--- src/rtl/soft_proc_pkg.sv ---
// soft_proc_pkg: opcodes, FSM state encoding and instruction field helpers
// shared by the soft_proc_core accumulator processor and its program RAM.
package soft_proc_pkg;

  // Widest instruction word the field helpers accept (4-bit opcode + operand).
  localparam int IW_MAX = 36;

  localparam logic [3:0] OP_NOP = 4'h0;
  localparam logic [3:0] OP_LOD = 4'h1;
  localparam logic [3:0] OP_STR = 4'h2;
  localparam logic [3:0] OP_ADD = 4'h3;
  localparam logic [3:0] OP_SUB = 4'h4;
  localparam logic [3:0] OP_AND = 4'h5;
  localparam logic [3:0] OP_OR  = 4'h6;
  localparam logic [3:0] OP_LDI = 4'h7;
  localparam logic [3:0] OP_ADI = 4'h8;
  localparam logic [3:0] OP_SUI = 4'h9;
  localparam logic [3:0] OP_JMP = 4'hA;
  localparam logic [3:0] OP_JNZ = 4'hB;
  localparam logic [3:0] OP_JEZ = 4'hC;
  localparam logic [3:0] OP_JNC = 4'hD;
  localparam logic [3:0] OP_JC  = 4'hE;
  localparam logic [3:0] OP_HLT = 4'hF;

  typedef enum logic [1:0] {
    IDLE  = 2'd0,
    FETCH = 2'd1,
    EXEC  = 2'd2,
    HALT  = 2'd3
  } state_t;

  // Opcode sits directly above the operand field.
  function automatic logic [3:0] f_opcode(
    input logic [IW_MAX-1:0] w,
    input int                opnd_w
  );
    return w[opnd_w +: 4];
  endfunction

  // Operand field, zero-extended.
  function automatic logic [31:0] f_operand(
    input logic [IW_MAX-1:0] w,
    input int                opnd_w
  );
    logic [IW_MAX-1:0] m;
    m = (IW_MAX'(1) << opnd_w) - IW_MAX'(1);
    return 32'(w & m);
  endfunction

endpackage

--- src/rtl/soft_proc_prog_mem.sv ---
// soft_proc_prog_mem: 2^PC_W x IW program RAM, one synchronous write port
// and one registered read port. Ports: clk, i_we/i_waddr/i_wdata, i_re/i_raddr/o_rdata.
module soft_proc_prog_mem #(
  parameter int PC_W = 4,
  parameter int IW   = 8
) (
  input  logic            clk,
  input  logic            i_we,
  input  logic [PC_W-1:0] i_waddr,
  input  logic [IW-1:0]   i_wdata,
  input  logic            i_re,
  input  logic [PC_W-1:0] i_raddr,
  output logic [IW-1:0]   o_rdata
);

  logic [IW-1:0] r_mem [2**PC_W];
  logic [IW-1:0] r_rdata;

  // No reset: contents survive RESET.
  always_ff @(posedge clk) begin
    if (i_we) r_mem[i_waddr] <= i_wdata;
    if (i_re) r_rdata <= r_mem[i_raddr];
  end

  assign o_rdata = r_rdata;

endmodule

--- src/rtl/soft_proc_core.sv ---
// soft_proc_core: parametrised accumulator processor, FETCH/EXEC FSM, inline
// register file and ALU. Ports: SYSCLK/RESET, step/run/pc_acc_clr control,
// manual_en/manual_instr, prog_* RAM load, dbg_addr/dbg_data, pc/acc/flags/status.
module soft_proc_core
  import soft_proc_pkg::*;
#(
  parameter int DATA_W = 8,
  parameter int REG_AW = 4,
  parameter int PC_W   = 4,
  parameter int OPND_W = 4
) (
  input  logic              SYSCLK,
  input  logic              RESET,
  input  logic              step,
  input  logic              run,
  input  logic              pc_acc_clr,
  input  logic              manual_en,
  input  logic [3+OPND_W:0] manual_instr,
  input  logic              prog_we,
  input  logic [PC_W-1:0]   prog_addr,
  input  logic [3+OPND_W:0] prog_data,
  input  logic [REG_AW-1:0] dbg_addr,
  output logic [DATA_W-1:0] dbg_data,
  output logic [PC_W-1:0]   pc,
  output logic [DATA_W-1:0] acc,
  output logic              carry,
  output logic              zero,
  output logic              halted,
  output logic              busy
);

  localparam int IW   = 4 + OPND_W;
  localparam int NREG = 2**REG_AW;

  state_t r_state, w_next;

  logic [PC_W-1:0]   r_pc;
  logic [DATA_W-1:0] r_acc;
  logic              r_carry, r_zero, r_man;
  logic [IW-1:0]     r_ir_man;
  logic [DATA_W-1:0] r_rf [NREG];

  logic [IW-1:0]     w_mem_rd, w_ir;
  logic [3:0]        w_op;
  logic [OPND_W-1:0] w_o;
  logic [REG_AW-1:0] w_ridx;
  logic [PC_W-1:0]   w_tgt;
  logic [DATA_W-1:0] w_rv, w_imm, w_b;
  logic [DATA_W:0]   w_sum, w_dif;
  logic              w_we_ok, w_start, w_cont, w_exec;
  logic              w_acc_we, w_c_we, w_c_nx, w_rf_we, w_jmp, w_hlt;
  logic [DATA_W-1:0] w_acc_nx;

  soft_proc_prog_mem #(.PC_W(PC_W), .IW(IW)) u_mem (
    .clk    (SYSCLK),
    .i_we   (w_we_ok),
    .i_waddr(prog_addr),
    .i_wdata(prog_data),
    .i_re   (r_state == FETCH),
    .i_raddr(r_pc),
    .o_rdata(w_mem_rd)
  );

  // Loads only while not executing; a clear takes priority.
  assign w_we_ok = prog_we && !pc_acc_clr &&
                   (r_state == IDLE || r_state == HALT);
  // An accepted RAM write swallows a same-cycle step/run.
  assign w_start = (step || run) && (r_state == IDLE) &&
                   !pc_acc_clr && !w_we_ok;
  assign w_exec  = (r_state == EXEC) && !pc_acc_clr;
  assign w_cont  = w_exec && !w_hlt && run;

  assign w_ir   = r_man ? r_ir_man : w_mem_rd;
  assign w_op   = f_opcode(IW_MAX'(w_ir), OPND_W);
  assign w_o    = OPND_W'(f_operand(IW_MAX'(w_ir), OPND_W));
  assign w_ridx = w_o[REG_AW-1:0];
  assign w_tgt  = w_o[PC_W-1:0];
  assign w_rv   = r_rf[w_ridx];
  assign w_imm  = DATA_W'(w_o);
  assign w_b    = (w_op == OP_ADI || w_op == OP_SUI) ? w_imm : w_rv;
  assign w_sum  = {1'b0, r_acc} + {1'b0, w_b};
  assign w_dif  = {1'b0, r_acc} - {1'b0, w_b};

  always_comb begin
    w_acc_we = 1'b0;
    w_acc_nx = r_acc;
    w_c_we   = 1'b0;
    w_c_nx   = r_carry;
    w_rf_we  = 1'b0;
    w_jmp    = 1'b0;
    w_hlt    = 1'b0;
    unique case (w_op)
      OP_NOP: ;
      OP_LOD: begin
        w_acc_we = 1'b1;
        w_acc_nx = w_rv;
      end
      OP_STR: w_rf_we = 1'b1;
      OP_ADD, OP_ADI: begin
        w_acc_we = 1'b1;
        w_acc_nx = w_sum[DATA_W-1:0];
        w_c_we   = 1'b1;
        w_c_nx   = w_sum[DATA_W];
      end
      OP_SUB, OP_SUI: begin
        w_acc_we = 1'b1;
        w_acc_nx = w_dif[DATA_W-1:0];
        w_c_we   = 1'b1;
        w_c_nx   = w_dif[DATA_W];
      end
      OP_AND: begin
        w_acc_we = 1'b1;
        w_acc_nx = r_acc & w_rv;
      end
      OP_OR: begin
        w_acc_we = 1'b1;
        w_acc_nx = r_acc | w_rv;
      end
      OP_LDI: begin
        w_acc_we = 1'b1;
        w_acc_nx = w_imm;
      end
      OP_JMP: w_jmp = 1'b1;
      OP_JNZ: w_jmp = !r_zero;
      OP_JEZ: w_jmp = r_zero;
      OP_JNC: w_jmp = !r_carry;
      OP_JC:  w_jmp = r_carry;
      OP_HLT: w_hlt = 1'b1;
      default: ;
    endcase
  end

  always_comb begin
    w_next = r_state;
    if (pc_acc_clr) begin
      w_next = IDLE;
    end else begin
      unique case (r_state)
        IDLE:  if (w_start) w_next = FETCH;
        FETCH: w_next = EXEC;
        EXEC: begin
          if (w_hlt)    w_next = HALT;
          else if (run) w_next = FETCH;
          else          w_next = IDLE;
        end
        HALT: ;
        default: w_next = IDLE;
      endcase
    end
  end

  always_ff @(posedge SYSCLK or posedge RESET) begin
    if (RESET) begin
      r_state  <= IDLE;
      r_pc     <= '0;
      r_acc    <= '0;
      r_carry  <= 1'b0;
      r_zero   <= 1'b1;
      r_man    <= 1'b0;
      r_ir_man <= '0;
    end else begin
      r_state <= w_next;
      if (r_state == FETCH) r_ir_man <= manual_instr;
      if (w_start || w_cont) r_man <= manual_en;
      if (pc_acc_clr) begin
        r_pc    <= '0;
        r_acc   <= '0;
        r_carry <= 1'b0;
        r_zero  <= 1'b1;
      end else if (w_exec) begin
        if (w_acc_we) begin
          r_acc  <= w_acc_nx;
          r_zero <= (w_acc_nx == '0);
        end
        if (w_c_we) r_carry <= w_c_nx;
        // Manual non-jumps leave pc where it was.
        if (w_jmp)                 r_pc <= w_tgt;
        else if (!w_hlt && !r_man) r_pc <= r_pc + PC_W'(1);
      end
    end
  end

  always_ff @(posedge SYSCLK or posedge RESET) begin
    if (RESET) begin
      for (int i = 0; i < NREG; i++) r_rf[i] <= '0;
    end else if (w_exec && w_rf_we) begin
      r_rf[w_ridx] <= r_acc;
    end
  end

  assign dbg_data = r_rf[dbg_addr];
  assign pc       = r_pc;
  assign acc      = r_acc;
  assign carry    = r_carry;
  assign zero     = r_zero;
  assign halted   = (r_state == HALT);
  assign busy     = (r_state == FETCH) || (r_state == EXEC);

endmodule

--- config.mk ---
export PLATFORM = sky130hd
export DESIGN_NAME = soft_proc_core
export DESIGN_NICKNAME = d
export VERILOG_FILES = /design/src/rtl/soft_proc_pkg.sv /design/src/rtl/soft_proc_prog_mem.sv /design/src/rtl/soft_proc_core.sv
export SDC_FILE = /design/constraint.sdc
export NUM_CORES = 1
export LEC_CHECK = 0
export ABC_AREA = 1
export BUFFER_PORTS_ARGS = -buffer_cell sky130_fd_sc_hd__buf_4
export CORE_MARGIN = 1
export CORE_UTILIZATION = 45
export DETAILED_ROUTE_END_ITERATION = 6
export SKIP_CTS_REPAIR_TIMING = 1
export SLEW_MARGIN = 15
export SYNTH_ARGS = -nofsm -noshare
export SYNTH_HDL_FRONTEND = slang
export SYNTH_HIERARCHICAL = 1
export SYNTH_SLANG_ARGS = --single-unit
--- constraint.sdc ---
create_clock -name SYSCLK -period 14.88 [get_ports SYSCLK]
set_clock_uncertainty 0.2 [all_clocks]
set_input_delay 2.232 -clock SYSCLK [delete_from_list [all_inputs] [get_ports SYSCLK]]
set_output_delay 2.232 -clock SYSCLK [all_outputs]
set_load 0.01 [all_outputs]
Word level (Yosys, flattened, before mapping). Memory sizes are Yosys's and may differ from the RTL's. A register that Yosys moved wholly into a read port is not among the register bits. Cells that the tools add are included. Widths: inputs -> output; s select.

Magnitude comparators: 3. Equal/unequal tests: 19. Bitwise gates (word level): 4. Multiplexer cells: 38. Add/subtract/negate cells: 3. Reduce and logical (&&, ||, !) cells: 38.

Operators with widths (count): $bwmux 128 (1); $mux 8 (10); $bmux 8 s4 (2); $pmux 8 s6 (1); $demux 8 s4 (1); $eq 4x4->1 const B (8); $eq 4x3->1 const B (4); $mux 4 (4); $mux 1 (13); $logic_and 1x1->1 (11); $ge 5x5->1 const B (2); $not 4->5 (2); $add 8x8->9 (1); $sub 8x8->9 (1); $and 8x8->8 (1); $eq 4x2->1 const B (2); $logic_not 8->1 (1); $or 8x8->8 (1); $reduce_or 8->1 (1); $logic_not 1->1 (6); $mux 2 (3); $pmux 2 s3 (1); $reduce_and 2->1 (3); $reduce_bool 2->1 (3); 15 further kinds (22).

Memory bits (writable): 128. Input bits: 31. Flip-flop bits (word level): 153. Memories kept: 1.

Memories: u_mem.r_mem (depth 16, bits a word 8, rd ports 1, clocked after memory_dff 1, write ports 1, line soft_proc_prog_mem.sv:16) `logic [IW-1:0] r_mem [2**PC_W];`.

Depth between registers and ports, before layout. Gate-level depths: netlist of run 1.

Depth in word-level cells: 12. Gate-level depth with buffers: 34.

By module. The synthesis of run 1 kept the hierarchy.

Modules (own cells, without submodules): soft_proc_core (sequential area each 3829.9 um^2, cells an instance 1506, instances 1, area an instance 10049.6 um^2); soft_proc_prog_mem (sequential area each 4083.9 um^2, cells an instance 551, instances 1, area an instance 5846.9 um^2).

Worst setup path after synthesis of run 1. OpenSTA, ideal clock, no wires.

Path type: input-to-output. From: input dbg_addr[0]. To: output dbg_data[4]. Cell stages on the path: 6. Buffers on the path: 2. Required time: 12.448 ns. Arrival: 3.399 ns. Path slack: 9.049 ns. Cell sequence: clkbuf_1 clkbuf_1 o21ai_0 a21oi_1 o22ai_1 o21ai_0.

Cells in the longest elaborated chain, start to end: 4.

RTL lines: from (decl) (line soft_proc_core.sv:22) `input logic [REG_AW-1:0] dbg_addr,`; $not 4->5 (implied by the code) (line soft_proc_core.sv:191) `assign dbg_data = r_rf[dbg_addr];`; $bmux 8 s4 (line soft_proc_core.sv:191); $mux 8 (implied by the code) (2 in a row) (line soft_proc_core.sv:191); to (decl) (line soft_proc_core.sv:23) `output logic [DATA_W-1:0] dbg_data,`.

No other way between the ends. The select of a mux whose other input is x is not followed.

Final worst setup path of run 1.
From: input dbg_addr[0]. To: output dbg_data[7].

Same word-level chain as after synthesis.

==> results of run 1 <==
how the worst max path moves through the flow:
stage                           start     endpoint  slack (ns)  cells past startpoint
after floorplan                 RESET       acc[0]        8.33                      1
after global placement    dbg_addr[0]  dbg_data[7]        8.59                      7
after detailed placement  dbg_addr[0]  dbg_data[7]        8.55                      7
after CTS                 dbg_addr[0]  dbg_data[7]        8.54                      7
after global routing      dbg_addr[0]  dbg_data[4]        8.30                      6
final                     dbg_addr[0]  dbg_data[7]        8.43                      7
registers in the layout (all words and copies together), names as in the netlist:
register and cells:
r_rf 128, u_mem/r_mem 128, acc 8, r_ir_man 8, u_mem/o_rdata 8, pc 4, r_state 2, carry 1
r_man 1, zero 1
layout make-up:
cell class	count	area, µm²	share of cell area [%]
flip-flops and latches	289	7920	45.2
clock buffers	49	948	5.42
repair buffers	65	488	2.79
inverters	272	1030	5.87
multi-input cells	1392	6400	36.5
clock inverters	13	164	0.936
well taps	455	569	3.25
where the power goes:
| part | switching [µW] | leakage (µW) | internal (µW) |
|---|---|---|---|
| combinational | 1110 | 0.00419 | 435 |
| sequential | 37.5 | 0.00334 | 890 |
| clock | 340 | 0.000534 | 500 |
through the flow:
step / std cells / utilization, % / hold slack [ns] / cell area, µm²
6_report: 2535 / 50.6 / 0.273 / 17500
5_1_grt: 2535 / 50.6 / 0.300 / 17500
4_1_cts: 2535 / 50.6 / 0.277 / 17500
3_5_place_dp: 2473 / 47.4 / 0.262 / 16400
3_3_place_gp: 2473 / 47.4 / 0.266 / 16400
2_1_floorplan: 2057 / - / 0.242 / 15900
cell usage in the layout (no fill, tap or decap), drive strengths merged:
master      n
o21bai      1
inv       272
a21oi      73
edfxtp    136
nand4       5
ha         22
o41ai       1
nor4        1
nor3        6
or2         1
nor2       64
clkinv      8
o31ai       1
fa          2
o221ai     12
buf        65
bufinv      3
o211ai      9
o311ai      1
o22ai       6
mux2i       6
dfrtp     152
nand3b      6
xor2        1
nand2     772
o21ai     261
o21a        2
nand3     137
o2111ai     2
clkbuf     49
clkinvlp    2
dfstp       1
layer usage:
metal  vias to the layer above  track usage, %  part of all wire (%)
met1                      6385            37.0                    44
li1                       6579               -                     -
met3                       104            5.00                   7.0
met5                         -               0                 0.021
met2                       487            42.0                    45
met4                         2            9.52                   3.5
kinds of logic after synthesis:
| family | after synthesis |
|---|---|
| xor+xnor | 1 |
| simple gates | 992 |
| fa+ha+maj | 24 |
| buf+inv | 376 |
| flops | 289 |
| mux | 6 |
| compound gates | 369 |
worst max-delay path, cell delays in order:
cell      delay [ns]
buf_4           0.75
a21oi_1         0.14
o21ai_0         0.10
o21ai_0         0.11
o221ai_1        0.30
nand2_1         0.15
buf_4           0.17
==> out/results.ini, run 1 <==
[floorplan]
die_h_um=190
start_util_pct=45.9
die_area_um2=36100
core_area_um2=34600
die_w_um=190
num_rows=68
io_pins=55

[worst_setup_path]
cp.required_ns=12.45
r2r_end=zero
r2r_start=r_man
end_kind=output pin
path_max_fanout=122
critical_path.startpoint_type=primary input
worstSetupPathType=primary input to output pin
crit_arrival_ns=4.02
worstRegToRegCells=29
rrSetupSlack_ns=9.52

[cells_and_area]
nets=2109
num-fill-cells=3375
area_growth_syn_to_layout_pct=10.2
antenna_cells=0
drive_gt1_share_pct=7.40

[cts]
clkLatencyLatePin_ns=0.53
cts_tree=built
cts_root_buf=clkbuf_16
clk_pin_slew_worst_paths_ns=0.05
htreeDepth=2
cts_buffers=34
clockBufferDepth=3
clock-sinks=289

[routing]
drtAntennaViolNets=0
drt_wl_total_um=47600
route.detailed.drc=0
via_per_inst=5.35
detail_route.wl_per_cell_um=18.8
drt_first_iter_violations=1240
vias=13600
dr.pass1.iters=6

[logic_synthesis]
avgSynthCellArea_um2=7.73
synth_compound_area_share_pct=12.3
netlist_top_cells_count=751 x nand2_1, 264 x inv_1, 153 x o21ai_0
syn_area_um2=15900
synth_top_area_share_pct=25.7
syn_nets=2112
ys_top_cells_by_area=edfxtp_1 26%, dfrtp_1 24%, nand2_1 18%
yosys.cell_count.top_type=nand2_1
ys_ff_latch=289
synth_fa_ha_area_share_pct=1.98
netlist_instances=2057
synth_top_flop_cell=dfrtp_1
ys.warnings.count=6
synth.distinct_cells=40
synth_simple_gate_area_share_pct=25.4
synth_top_family_by_area=simple AND/OR/NAND/NOR gates
yosys.area.top_type=edfxtp_1
synth_xor_area_share_pct=0.0551
synthMuxAreaShare_pct=0.378
synth-edff-count=136
ys_seq_area_share_pct=49.8
async_flop_share_pct=52.9

[flow_run]
cap_violations=0

[power]
p_leak_uw=0.00806
p_per_area_nw_per_um2=189
ir_worst_vdd_v=0.000130
total_power_uw=3320

[place]
io_buffers=54
hpwl_um=32200
dp_slack_ns=8.55
place_congestion=0.933

[sta]
setup-tns-final_ns=0
fin_crit_ns=6.45
slew_violations=0
slew_headroom_pct=32.5
rsz0062_at_grt=false
fin_ws_ns=8.43
max_freq_mhz=155
finalSetupViolCount=0
tightest_slew_ns=1.01
finalHoldViolCount=0
period_share_pct=43.3

[status]
status=finished clean

[grt]
grt_pass1_wl_um=73500
antenna_found_initial=1
grt_overflow_total=0
grt_usage_pct=26.8
grt_max_degree=123
grt_pass1_vias=12600

[hold_path]
holdCritStartpoint=r_ir_man[1]
worstHoldPathCells=2
min_path_type=flop to flop
min_to=r_ir_man[1]

Power figures use the tool's default switching activity.
==> run 2, diff against run 1 <==
--- a/config.mk
+++ b/config.mk
@@ -5,7 +5,7 @@
 export SDC_FILE = /design/constraint.sdc
 export NUM_CORES = 1
 export LEC_CHECK = 0
-export ABC_AREA = 1
+export ABC_AREA = 0
 export BUFFER_PORTS_ARGS = -buffer_cell sky130_fd_sc_hd__buf_4
 export CORE_MARGIN = 1
 export CORE_UTILIZATION = 45
==> constraint.sdc (replaced) <==
create_clock -name SYSCLK -period 6.4 [get_ports SYSCLK]
set_clock_uncertainty 0.2 [all_clocks]
set_input_delay 0.96 -clock SYSCLK [delete_from_list [all_inputs] [get_ports SYSCLK]]
set_output_delay 0.96 -clock SYSCLK [all_outputs]
set_load 0.01 [all_outputs]
==> out/results.ini, run 2 <==
[status]
status=finished clean

[worst_setup_path]
cpMaxStageDelayCell=o21ai_1
path_max_fanout=19  ; -84%
cp.required_ns=6.63  ; -5.82 ns
rrSetupSlack_ns=1.03  ; -8.49 ns
path_cells=buf_4 -> nand2b_1 -> o21ai_1 -> a22o_1 -> nand2b_1 -> o21ai_0 -> a21boi_0 -> ha_1 -> a21oi_1 -> o21bai_1 -> a221oi_1 -> o31ai_1 -> a221oi_1 -> o21ba_2 -> a221o_1 -> o32ai_2
crit_end=zero
worstRegToRegCells=16  ; -45%
startpoint=r_man
cp.buffers_inverters=1  ; -1
worstSetupPathType=flop to flop
max_stage_delay_ns=0.77  ; +0.02 ns
r2r_end=zero
crit_arrival_ns=5.60  ; +1.58 ns
critical_path.startpoint_type=flop
path_delay_family=compound AO/OA/AOI/OAI gates
r2r_start=r_man
end_kind=flop
cp_num_cells=16  ; +9

[sta]
slew_headroom_pct=26.9  ; -5.6 points
fin_crit_ns=5.37
worst_hold_slack_ns=0.307  ; +0.0341 ns
setup-tns-final_ns=0  ; unchanged
max_freq_mhz=186
tightest_slew_ns=1.09  ; +0.0824 ns
slew_violations=0  ; unchanged
finalHoldViolCount=0  ; unchanged
period_share_pct=84.0
finalSetupViolCount=0  ; unchanged
rsz0062_at_grt=false

[power]
swShare_pct=38.5  ; -6.5 points
seq_power_share_pct=32.8  ; +4.8 points
total_power_uw=6600  ; +99%
comb_power_share_pct=38.9  ; -7.8 points
p_leak_uw=0.00653  ; -19%
p_int_uw=4060  ; +120%
p_sw_uw=2540  ; +70%
clkPwrFrac_pct=28.3  ; +2.9 points
p_per_area_nw_per_um2=396  ; +110%
ir_worst_vdd_v=0.000247  ; +91%

[place]
dpl_cell_area_um2=15600  ; -5.1%
io_buffers=54  ; unchanged
hpwl_um=25500  ; -21%
place_congestion=0.897  ; -3.8%

[routing]
wl_met2_um=18200  ; -15%
drt_wl_total_um=38100  ; -20%
drt_first_iter_violations=874  ; -30%
wl_met1_um=16400  ; -22%
via_per_inst=6.08  ; +14%
drtAntennaViolNets=0  ; unchanged
route.detailed.drc=0  ; unchanged
vias=9806  ; -28%
top_layer_used=met4
detail_route.wl_per_cell_um=23.6  ; +26%
wl_met3_um=2150  ; -36%
dr.pass1.iters=5  ; -1

[floorplan]
die_area_um2=33700  ; -6.7%
start_util_pct=45.7  ; -0.25 points
num_rows=66  ; -2.9%
core_area_um2=32500  ; -6.3%
die_w_um=183  ; -3.4%
die_h_um=183  ; -3.4%
io_pins=55  ; unchanged

[cells_and_area]
reg_top3=r_rf x128, u_mem/r_mem x128
layout.area.seq_um2=7920  ; unchanged
area_growth_syn_to_layout_pct=12.4
stdcell_area_um2=16700  ; -4.9%
final_common_cell=dfrtp_1
multi_input_area_um2=6440  ; +0.63%
antenna_cells=0  ; unchanged
num-fill-cells=2782  ; -18%
final_cell_mix=151 x dfrtp_1, 136 x edfxtp_1, 133 x nand2_1
drive_gt1_share_pct=27.4  ; +20 points
nets=1200  ; -43%

[logic_synthesis]
ys_ff_latch=289  ; unchanged
ys_seq_area_share_pct=53.4  ; +3.6 points
synth_compound_area_share_pct=10.1  ; -2.3 points
yosys.area.top_type=edfxtp_1
netlist_instances=1112  ; -46%
netlist_top_cells_count=152 x dfrtp_1, 136 x edfxtp_1, 133 x nand2_1
synth_fa_ha_area_share_pct=2.13  ; +0.14 points
yosys.cell_count.top_type=dfrtp_1
syn_nets=1167  ; -45%
synthMuxAreaShare_pct=22.8  ; +22 points
synth_top_flop_cell=dfrtp_1
synth.distinct_cells=75  ; +88%
synth-edff-count=136  ; unchanged
avgSynthCellArea_um2=13.3  ; +72%
async_flop_share_pct=52.9  ; unchanged
synth_top_family_by_area=multiplexers
syn_area_um2=14800  ; -6.8%
synth_simple_gate_area_share_pct=8.19  ; -17 points
ys.warnings.count=6  ; unchanged
synth_xor_area_share_pct=0.118  ; +0.063 points
synth_top_area_share_pct=27.6  ; +1.9 points
ys_top_cells_by_area=edfxtp_1 28%, dfrtp_1 26%, mux4_2 9.9%

[grt]
grt_pass1_vias=9686  ; -23%
grt_usage_pct=23.4  ; -3.4 points
grt_overflow_total=0  ; unchanged
grt_max_degree=95  ; -23%
grt_pass1_wl_um=59500  ; -19%
antenna_found_initial=0  ; -1

[cts]
htreeDepth=2  ; unchanged
clkLatencyLatePin_ns=0.52  ; about the same
cts_buffers=34  ; unchanged
clock-sinks=289  ; unchanged
cts_root_buf=clkbuf_16
clk_pin_slew_worst_paths_ns=0.06  ; about the same
clockBufferDepth=3  ; unchanged
cts_tree=built

[flow_run]
cap_violations=0  ; unchanged

[hold_path]
min_path_type=flop to flop

[run 2: cell types whose count changed in the layout (fill, tap and decap cells not counted), sizes merged, moves of 47 or more]
cell / previous run / this run
mux2: 0 / 107
nand3: 137 / 28
mux4: 0 / 80
o21ai: 261 / 66
a21oi: 73 / 26
inv: 272 / 25
nand2: 772 / 133
[run 2: logic make-up (layout without fill, tap and decap cells)]
group,after synthesis,in the layout
buffers and inverters,102,161
and+or+nand+nor,266,266
DFF,289,289
AOI/OAI and AO/OA,214,214
xor gates and xnor gates,2,2
adders and majority gates,24,24
muxes,215,215
[run 2: final cells by class]
type                    instances  share of cell area [%]
well taps                     442                    3.32
inverters                      25                   0.594
flip-flops and latches        289                    47.5
multi-input cells             721                    38.7
repair buffers                 74                    3.34
clock buffers                  50                    5.78
clock inverters                12                   0.781
[run 2: how the worst min path moves through the flow]
stage,start,endpoint,slack [ns],cells past startpoint
after floorplan,r_rf[41],r_rf[41],0.26,2
after global placement,r_rf[41],r_rf[41],0.28,2
after detailed placement,r_rf[42],r_rf[42],0.29,2
after CTS,r_rf[34],r_rf[34],0.31,2
after global routing,r_rf[76],r_rf[76],0.34,2
final,r_rf[66],r_rf[66],0.31,2
[run 2: metal layers]
metal  up-vias  GRT usage, %
met5         -             0
met3        70          3.19
met4         0          8.10
met1      4999          32.5
met2       367          37.8
li1       4370             -
[run 2: power groups by stage]
| stage | registers (µW) | clock network (µW) | logic (µW) |
|---|---|---|---|
| after CTS | 2160 | 1900 | 2540 |
| final | 2160 | 1860 | 2570 |
| after floorplan | 2140 | 0 | 1860 |
| after detailed placement | 2200 | 0 | 2520 |
| after global routing | 2170 | 1980 | 2760 |
| after global placement | 2200 | 0 | 2520 |
[run 2: through the flow]
step,cells,utilization (%),worst slack (ns)
2_1_floorplan,1112,-,1.12
3_3_place_gp,1551,47.9,1.26
3_5_place_dp,1551,47.9,1.16
4_1_cts,1613,51.3,1.13
5_1_grt,1613,51.3,0.723
6_report,1613,51.3,1.03
[run 2: tightest hold or removal path, cell delays in order, from the launching register on]
cell and delay [ns]:
dfrtp_1 0.36, nand2_1 0.05, o21ai_0 0.06
